===== src/rtl/gray_encode.sv =====
// Binary to reflected Gray code.
// Purely combinational.
module gray_encode #(
  parameter int WIDTH = 4
) (
  input  logic [WIDTH-1:0] bin,
  output logic [WIDTH-1:0] gray
);
  assign gray = bin ^ (bin >> 1);
endmodule


===== src/rtl/updown_mod_counter.sv =====
// Up/down modulo-N counter with load, clear, wrap/saturate and Gray output.
// Q, wrap and load_err live in one register block; tc and Q_gray are decoded.
module updown_mod_counter #(
  parameter int WIDTH    = 4,
  parameter int MODULUS  = 3,
  parameter int SATURATE = 0
) (
  input  logic             Clk,
  input  logic             reset,
  input  logic             en,
  input  logic             x,
  input  logic             clear,
  input  logic             load,
  input  logic [WIDTH-1:0] load_val,
  output logic [WIDTH-1:0] Q,
  output logic [WIDTH-1:0] Q_gray,
  output logic             tc,
  output logic             wrap,
  output logic             load_err
);
  if (WIDTH < 2 || WIDTH > 16 ||
      MODULUS < 2 || MODULUS > (1 << WIDTH) ||
      SATURATE < 0 || SATURATE > 1) begin : g_bad_param
    $error("updown_mod_counter: illegal parameter set");
  end

  // One extra bit so MODULUS == 2**WIDTH still compares correctly.
  localparam logic [WIDTH:0] LIM = (WIDTH+1)'(MODULUS);
  localparam logic [WIDTH:0] TOP = (WIDTH+1)'(MODULUS - 1);

  logic at_top;
  logic at_bot;
  logic lv_bad;

  assign at_top = ({1'b0, Q} == TOP);
  assign at_bot = (Q == '0);
  assign lv_bad = ({1'b0, load_val} >= LIM);
  assign tc     = x ? at_top : at_bot;

  always_ff @(posedge Clk or negedge reset) begin
    if (!reset) begin
      Q        <= '0;
      wrap     <= 1'b0;
      load_err <= 1'b0;
    end else begin
      wrap     <= 1'b0;
      load_err <= 1'b0;
      if (clear) begin
        Q <= '0;
      end else if (load) begin
        if (lv_bad) begin
          Q        <= TOP[WIDTH-1:0];
          load_err <= 1'b1;
        end else begin
          Q <= load_val;
        end
      end else if (en) begin
        if (x) begin
          if (at_top) begin
            wrap <= 1'b1;
            Q    <= (SATURATE != 0) ? Q : '0;
          end else begin
            Q <= Q + WIDTH'(1);
          end
        end else begin
          if (at_bot) begin
            wrap <= 1'b1;
            Q    <= (SATURATE != 0) ? Q : TOP[WIDTH-1:0];
          end else begin
            Q <= Q - WIDTH'(1);
          end
        end
      end
    end
  end

  gray_encode #(
    .WIDTH (WIDTH)
  ) u_gray (
    .bin  (Q),
    .gray (Q_gray)
  );
endmodule


===== config.mk =====
export PLATFORM = sky130hd
export DESIGN_NAME = updown_mod_counter
export DESIGN_NICKNAME = d
export VERILOG_FILES = /design/src/rtl/gray_encode.sv /design/src/rtl/updown_mod_counter.sv
export SDC_FILE = /design/constraint.sdc
export NUM_CORES = 1
export LEC_CHECK = 0
export CAP_MARGIN = 10
export CORE_UTILIZATION = 37
export DETAILED_ROUTE_END_ITERATION = 8
export GPL_TIMING_DRIVEN = 0
export PLACE_DENSITY = 0.83
export SLEW_MARGIN = 20
export SYNTH_ARGS = -nofsm -noshare
export SYNTH_HDL_FRONTEND = slang
export SYNTH_SLANG_ARGS = --single-unit
export TNS_END_PERCENT = 50

===== constraint.sdc =====
create_clock -name Clk -period 1.6 [get_ports Clk]
set_input_delay 0.32 -clock Clk [delete_from_list [all_inputs] [get_ports Clk]]
set_output_delay 0.32 -clock Clk [all_outputs]
set_load 0.005 [all_outputs]

# ---- Word level (Yosys, flattened, before mapping)
# Index checks and enable logic that the tools add are counted.
dict set report classes {
  addsub 2
  n_lt_le_gt_ge 1
  eq_ne 1
  mux 17
  bitwise 1
  reduce_logical 2
}
# operator n
set ops {}
lappend ops {{2-to-1 mux 4 bit} 7}
lappend ops {{2-to-1 mux 1 bit} 10}
lappend ops {{adder 4 x 1 -> 4 bit, second input constant} 1}
lappend ops {{equality test 4 x 2 -> 1 bit, second input constant} 1}
lappend ops {{greater-or-equal comparator 4 x 2 -> 1 bit, second input constant} 1}
lappend ops {{zero test 4 bit} 1}
lappend ops {{subtractor 4 x 1 -> 4 bit, second input constant} 1}
lappend ops {{XOR 4 x 3 -> 4 bit} 1}
lappend ops {{nonzero test 3 bit} 1}
dict set report word_totals {
  register_bits 6
  in_bits 10
  elab_cells 27
}

# ---- Logic depth before layout (Yosys ltp)
dict set report logic_depth {
  word_depth 6
  mapped_depth 6
  ltp_nobuf 6
}

# ---- Hierarchy
# A second synthesis with hierarchy kept.
dict set report hier_totals {
  hier_cells 61
  hier_area_um2 536.8
}
# module instances cells_per_inst area_each_um2 seq_area_each_um2
set modules_own_cells {}
lappend modules_own_cells {updown_mod_counter 1 57 503.0 150.1}
lappend modules_own_cells {gray_encode 1 4 33.8 0.0}

# ---- Least setup slack after synthesis
# Ideal clock, no wire load.
dict set report synth_timing {
  path_type {register to register}
  startpoint {register Q[0]}
  endpoint {register Q[0]}
  setup_ps 94
  t_arrival_ps 1495
  required_time_ps 1506
  path_slack_ps 12
  stages_incl_launch_ff 7
  path_buffers 0
  cell_sequence {dfrtp_1 inv_1 ha_1 mux2i_1 nor2b_1 or3_1 a221oi_2}
}
dict set report synth_via {
  elab_chain_cells 6
  elab_cells_between_ends 10
  classes_between {2 x add/sub; 1 x eq/ne; 6 x mux; 1 x reduce/logical}
}
# element line_no
set synth_rtl {}
lappend synth_rtl {{start, declared} updown_mod_counter.sv:15} ;# output logic [WIDTH-1:0] Q,
lappend synth_rtl {{start signal, assigned} updown_mod_counter.sv:52} ;# Q <= TOP[WIDTH-1:0];
lappend synth_rtl {{start signal, assigned} updown_mod_counter.sv:55} ;# Q <= load_val;
lappend synth_rtl {{start signal, assigned} updown_mod_counter.sv:61} ;# Q <= (SATURATE != 0) ? Q : '0;
lappend synth_rtl {{subtractor 4 x 1 -> 4 bit (tied with other cells)} updown_mod_counter.sv:70} ;# Q <= Q - WIDTH'(1);
lappend synth_rtl {{2-to-1 mux 4 bit (on tied branches)} {updown_mod_counter.sv:66, updown_mod_counter.sv:59}}
lappend synth_rtl {{2-to-1 mux 4 bit *} updown_mod_counter.sv:58} ;# if (x) begin
lappend synth_rtl {{2-to-1 mux 4 bit *} updown_mod_counter.sv:57} ;# end else if (en) begin
lappend synth_rtl {{2-to-1 mux 4 bit *} updown_mod_counter.sv:50} ;# end else if (load) begin
lappend synth_rtl {{2-to-1 mux 4 bit *} updown_mod_counter.sv:48} ;# if (clear) begin
# Every way passes the cells marked *; elsewhere a longest branch is shown, timed or not. The select of a mux whose other input is x is not followed.
# A chain may end at the register's enable or synchronous reset.

# ---- Worst setup path after layout
dict set report layout_timing {
  startpoint {register Q[1]}
  endpoint {register Q[0]}
}
dict set report layout_via {
  elab_chain_cells 6
  elab_cells_between_ends 8
  classes_between {1 x eq/ne; 6 x mux; 1 x reduce/logical}
}
# element line_no
set layout_rtl {}
lappend layout_rtl {{equality test 4 x 2 -> 1 bit / zero test 4 bit (equally long branches)} {updown_mod_counter.sv:35, updown_mod_counter.sv:36}}
lappend layout_rtl {{2-to-1 mux 4 bit (on tied branches)} {updown_mod_counter.sv:59, updown_mod_counter.sv:66}}
lappend layout_rtl {{2-to-1 mux 4 bit *} updown_mod_counter.sv:58}
lappend layout_rtl {{2-to-1 mux 4 bit *} updown_mod_counter.sv:57}
lappend layout_rtl {{2-to-1 mux 4 bit *} updown_mod_counter.sv:50}
lappend layout_rtl {{2-to-1 mux 4 bit *} updown_mod_counter.sv:48}
# Marks and branches as above.

==> flow_metrics.py <==
metrics = {
    "die": {
        "ios": 21,
        "die_x_microns": 39.4,
        "core_sq_um": 1300,
        "initial_core_util_pct": 39.8,
        "die_h_microns": 39.4,
        "rows": 13,
        "die_area_sq_um": 1550,
    },
    "min_path": {
        "hp-class": "input pin to async pin",
    },
    "global_route": {
        "antenna_found_initial": 0,
        "grt_max_degree": 10,
        "grt_pass1_wl_microns": 2040,
        "track_usage_pct": 20.7,
        "overflow": 0,
        "grt_pass1_vias": 476,
    },
    "cells_and_area": {
        "syn2layout_area_growth_pct": 64.7,
        "fillerInstances": 110,
        "diodes": 0,
        "seq_area_sq_um": 154,
        "drive_gt1_share_pct": 29.2,
        "multi_input_area_sq_um": 354,
        "layout.nets": 109,
    },
    "sta": {
        "setup_violations": 2,
        "fin_setup_tns_ns": -0.112,
        "fmax_mhz": 588,
        "relSlewSlack_pct": 81.6,
        "slew_violations": 0,
        "hold_violations": 0,
        "worst_slack_ns": -0.100,
        "rsz0062_at_grt": "true",
        "period_needed_ns": 1.70,
        "tightest_slew_ns": 0.275,
        "skew_ns": 0.00215,
        "finalCritPeriodShare_pct": 106,
    },
    "synth": {
        "avgSynthCellArea_sq_um": 8.93,
        "yosys.cell_types.count": 28,
        "synth_top_flop_cell": "dfrtp_1",
        "synth-seq-cells": 6,
        "synth_fp_nets": 76,
        "synth_edf_count": 0,
        "syn_inst": 58,
        "yosysSeqAreaShare_pct": 29.0,
        "ys_warn_count": 0,
        "syn-cell-area_sq_um": 518,
        "synthArstFlopShare_pct": 100,
    },
    "worst_setup_path": {
        "startpoint_type": "flop",
        "worstPathCellList": "buf_6, ha_4, mux2i_1, nor2b_1, buf_4, or3_1, a221oi_2",
        "critPathMaxStageDelay_ns": 0.42,
        "cp.required_ns": 1.75,
        "critPathSlowestCell": "dfrtp_2",
        "rr_startpoint": "Q[1]",
        "reg2reg_setup_slack_ns": -0.1,
        "cp.arrival_ns": 1.85,
        "r2r_end": "Q[0]",
        "critPathKind": "flop to flop",
        "cp_max_fo": 4,
        "cp-end-kind": "flop",
        "ff2ff_path_depth": 7,
    },
    "drt": {
        "via_per_inst": 5.36,
        "drc": 0,
        "drt-pass1-iter-count": 4,
        "via_count": 557,
        "wl_per_cell_microns": 13.7,
        "totalWireLength_microns": 1430,
        "ant_nets": 0,
        "drt_iter0_drc": 16,
    },
    "cts": {
        "path_clk_slew_ns": 0.05,
        "cts_root_buf": "clkbuf_4",
        "htreeDepth": 1,
        "cts.sinks": 6,
        "clock_latency_ns": 0.24,
        "cts_hold_buf": 0,
        "cts_tree": "built",
        "cts_buffers": 3,
        "clock_path_buffers": 2,
    },
    "job": {
        "cap_violations": 0,
    },
    "place": {
        "hpwl_microns": 934,
        "routabilityCongestion": 0.830,
        "portBuffers": 19,
    },
    "power_and_ir_drop": {
        "power.density_nw_per_um2": 567,
        "ir_drop_mv": 0.248,
        "p_total_uw": 483,
        "p_leak_uw": 0.000402,
    },
    "outcome": {
        "outcome": "finished, violations left",
        "violations": "setup timing",
    },
}
layout make-up:
cell class	instances	share of cell area, %
flip-flops and latches	6	18.0
plain buffers	2	2.20
inverters	6	2.93
clock buffers	3	2.64
multi-input cells	44	41.5
well taps	15	2.20
repair buffers	28	30.5
cells in the mapped netlist (2+ instances only):
cell      n  share of area [%]
nor2_1    2                1.4
inv_1     5                3.6
nand2_1   5                3.6
nor3_1    2                1.9
o21ai_1   2                1.9
nand2b_1  3                3.6
nand3_1   2                1.9
dfrtp_1   6                 29
ha_1      8                 19
mux2i_1   2                3.9
a21oi_1   3                2.9
a31oi_1   2                2.4
cells by family (layout without fill, tap and decap cells):
logic type      Yosys count  after routing  synth area share [%]
buf+inv                   8             39                  7.97
compound gates           14             14                  19.3
flops                     6              6                  29.0
xor+xnor                  1              1                  1.69
mux                       2              2                  3.86
fa+ha+maj                 8              8                  19.3
simple gates             19             19                  18.8
registers in the layout, indices dropped and copies added (netlist names):
signal    count
wrap          1
Q             4
load_err      1
where the power goes:
part / leakage (uW) / total [uW] / switching [uW] / internal (uW)
registers: 0.0000762 / 167 / 6.81 / 160
logic: 0.000312 / 177 / 77.1 / 99.6
clock network: 0.0000138 / 140 / 55.2 / 84.9
total: 0.000402 / 483 / 139 / 344
layout by cell type, fill, tap and decap left out, types with 2 or more instances in the layout:
cell type         n
nand3_1           2
buf_6             3
ha_4              2
inv_2             2
o21ai_1           2
dlymetal6s2s_1    2
clkbuf_4          3
ha_1              5
nor3_1            2
a21oi_1           3
mux2i_1           2
buf_4             9
clkdlybuf4s15_1   2
dfrtp_1           3
clkdlybuf4s50_1  11
nand2_1           5
nor2_1            2
inv_1             2
a31oi_1           2
dlygate4sd2_1     2
dfrtp_2           3
nand2b_1          3
per-layer routing:
layer	vias to the layer above	routed length (microns)	track usage, %
met3	4	102	2.27
met2	23	744	37.3
met5	-	0	0
li1	275	-	-
met4	0	43	15.5
met1	255	537	21.4
stage by stage:
| step | util, % | setup slack (ns) | hold slack (ns) | cell area, sq um | instances |
|---|---|---|---|---|---|
| detailed placement | 55.9 | -0.395 | 0.534 | 727 | 92 |
| CTS | 63.9 | -0.102 | 0.323 | 832 | 102 |
| finish | 65.6 | -0.100 | 0.316 | 853 | 104 |
| global placement | 55.9 | -0.355 | 0.528 | 727 | 92 |
| global route | 65.6 | -0.160 | 0.327 | 853 | 104 |
| floorplan | - | 0.0117 | 0.0244 | 518 | 58 |
worst max-delay path: cells and delay by family (launching register included):
| family | cells | cell delay [ns] |
|---|---|---|
| and+or+nand+nor | 2 | 0.38 |
| buffers and inverters | 2 | 0.27 |
| muxes | 1 | 0.13 |
| DFF | 1 | 0.42 |
| adders and majority gates | 1 | 0.16 |
| AOI/OAI and AO/OA | 1 | 0.24 |
worst max path at each step:
| stage | depth (start not counted) | to | startpoint |
|---|---|---|---|
| finish | 7 | Q[0] | Q[1] |
| detailed placement | 5 | tc | Q[1] |
| global route | 7 | Q[0] | Q[1] |
| CTS | 5 | tc | Q[0] |
| floorplan | 6 | Q[0] | Q[0] |
| global placement | 5 | tc | Q[1] |
repair_timing:
item                       CTS  global route
gates resized for setup     21             6
cloned                       0             0
hold endpoints to repair     0             0
buffers inserted             7             2
setup endpoints to repair    7             7
(Power assumes the default switching activity.)
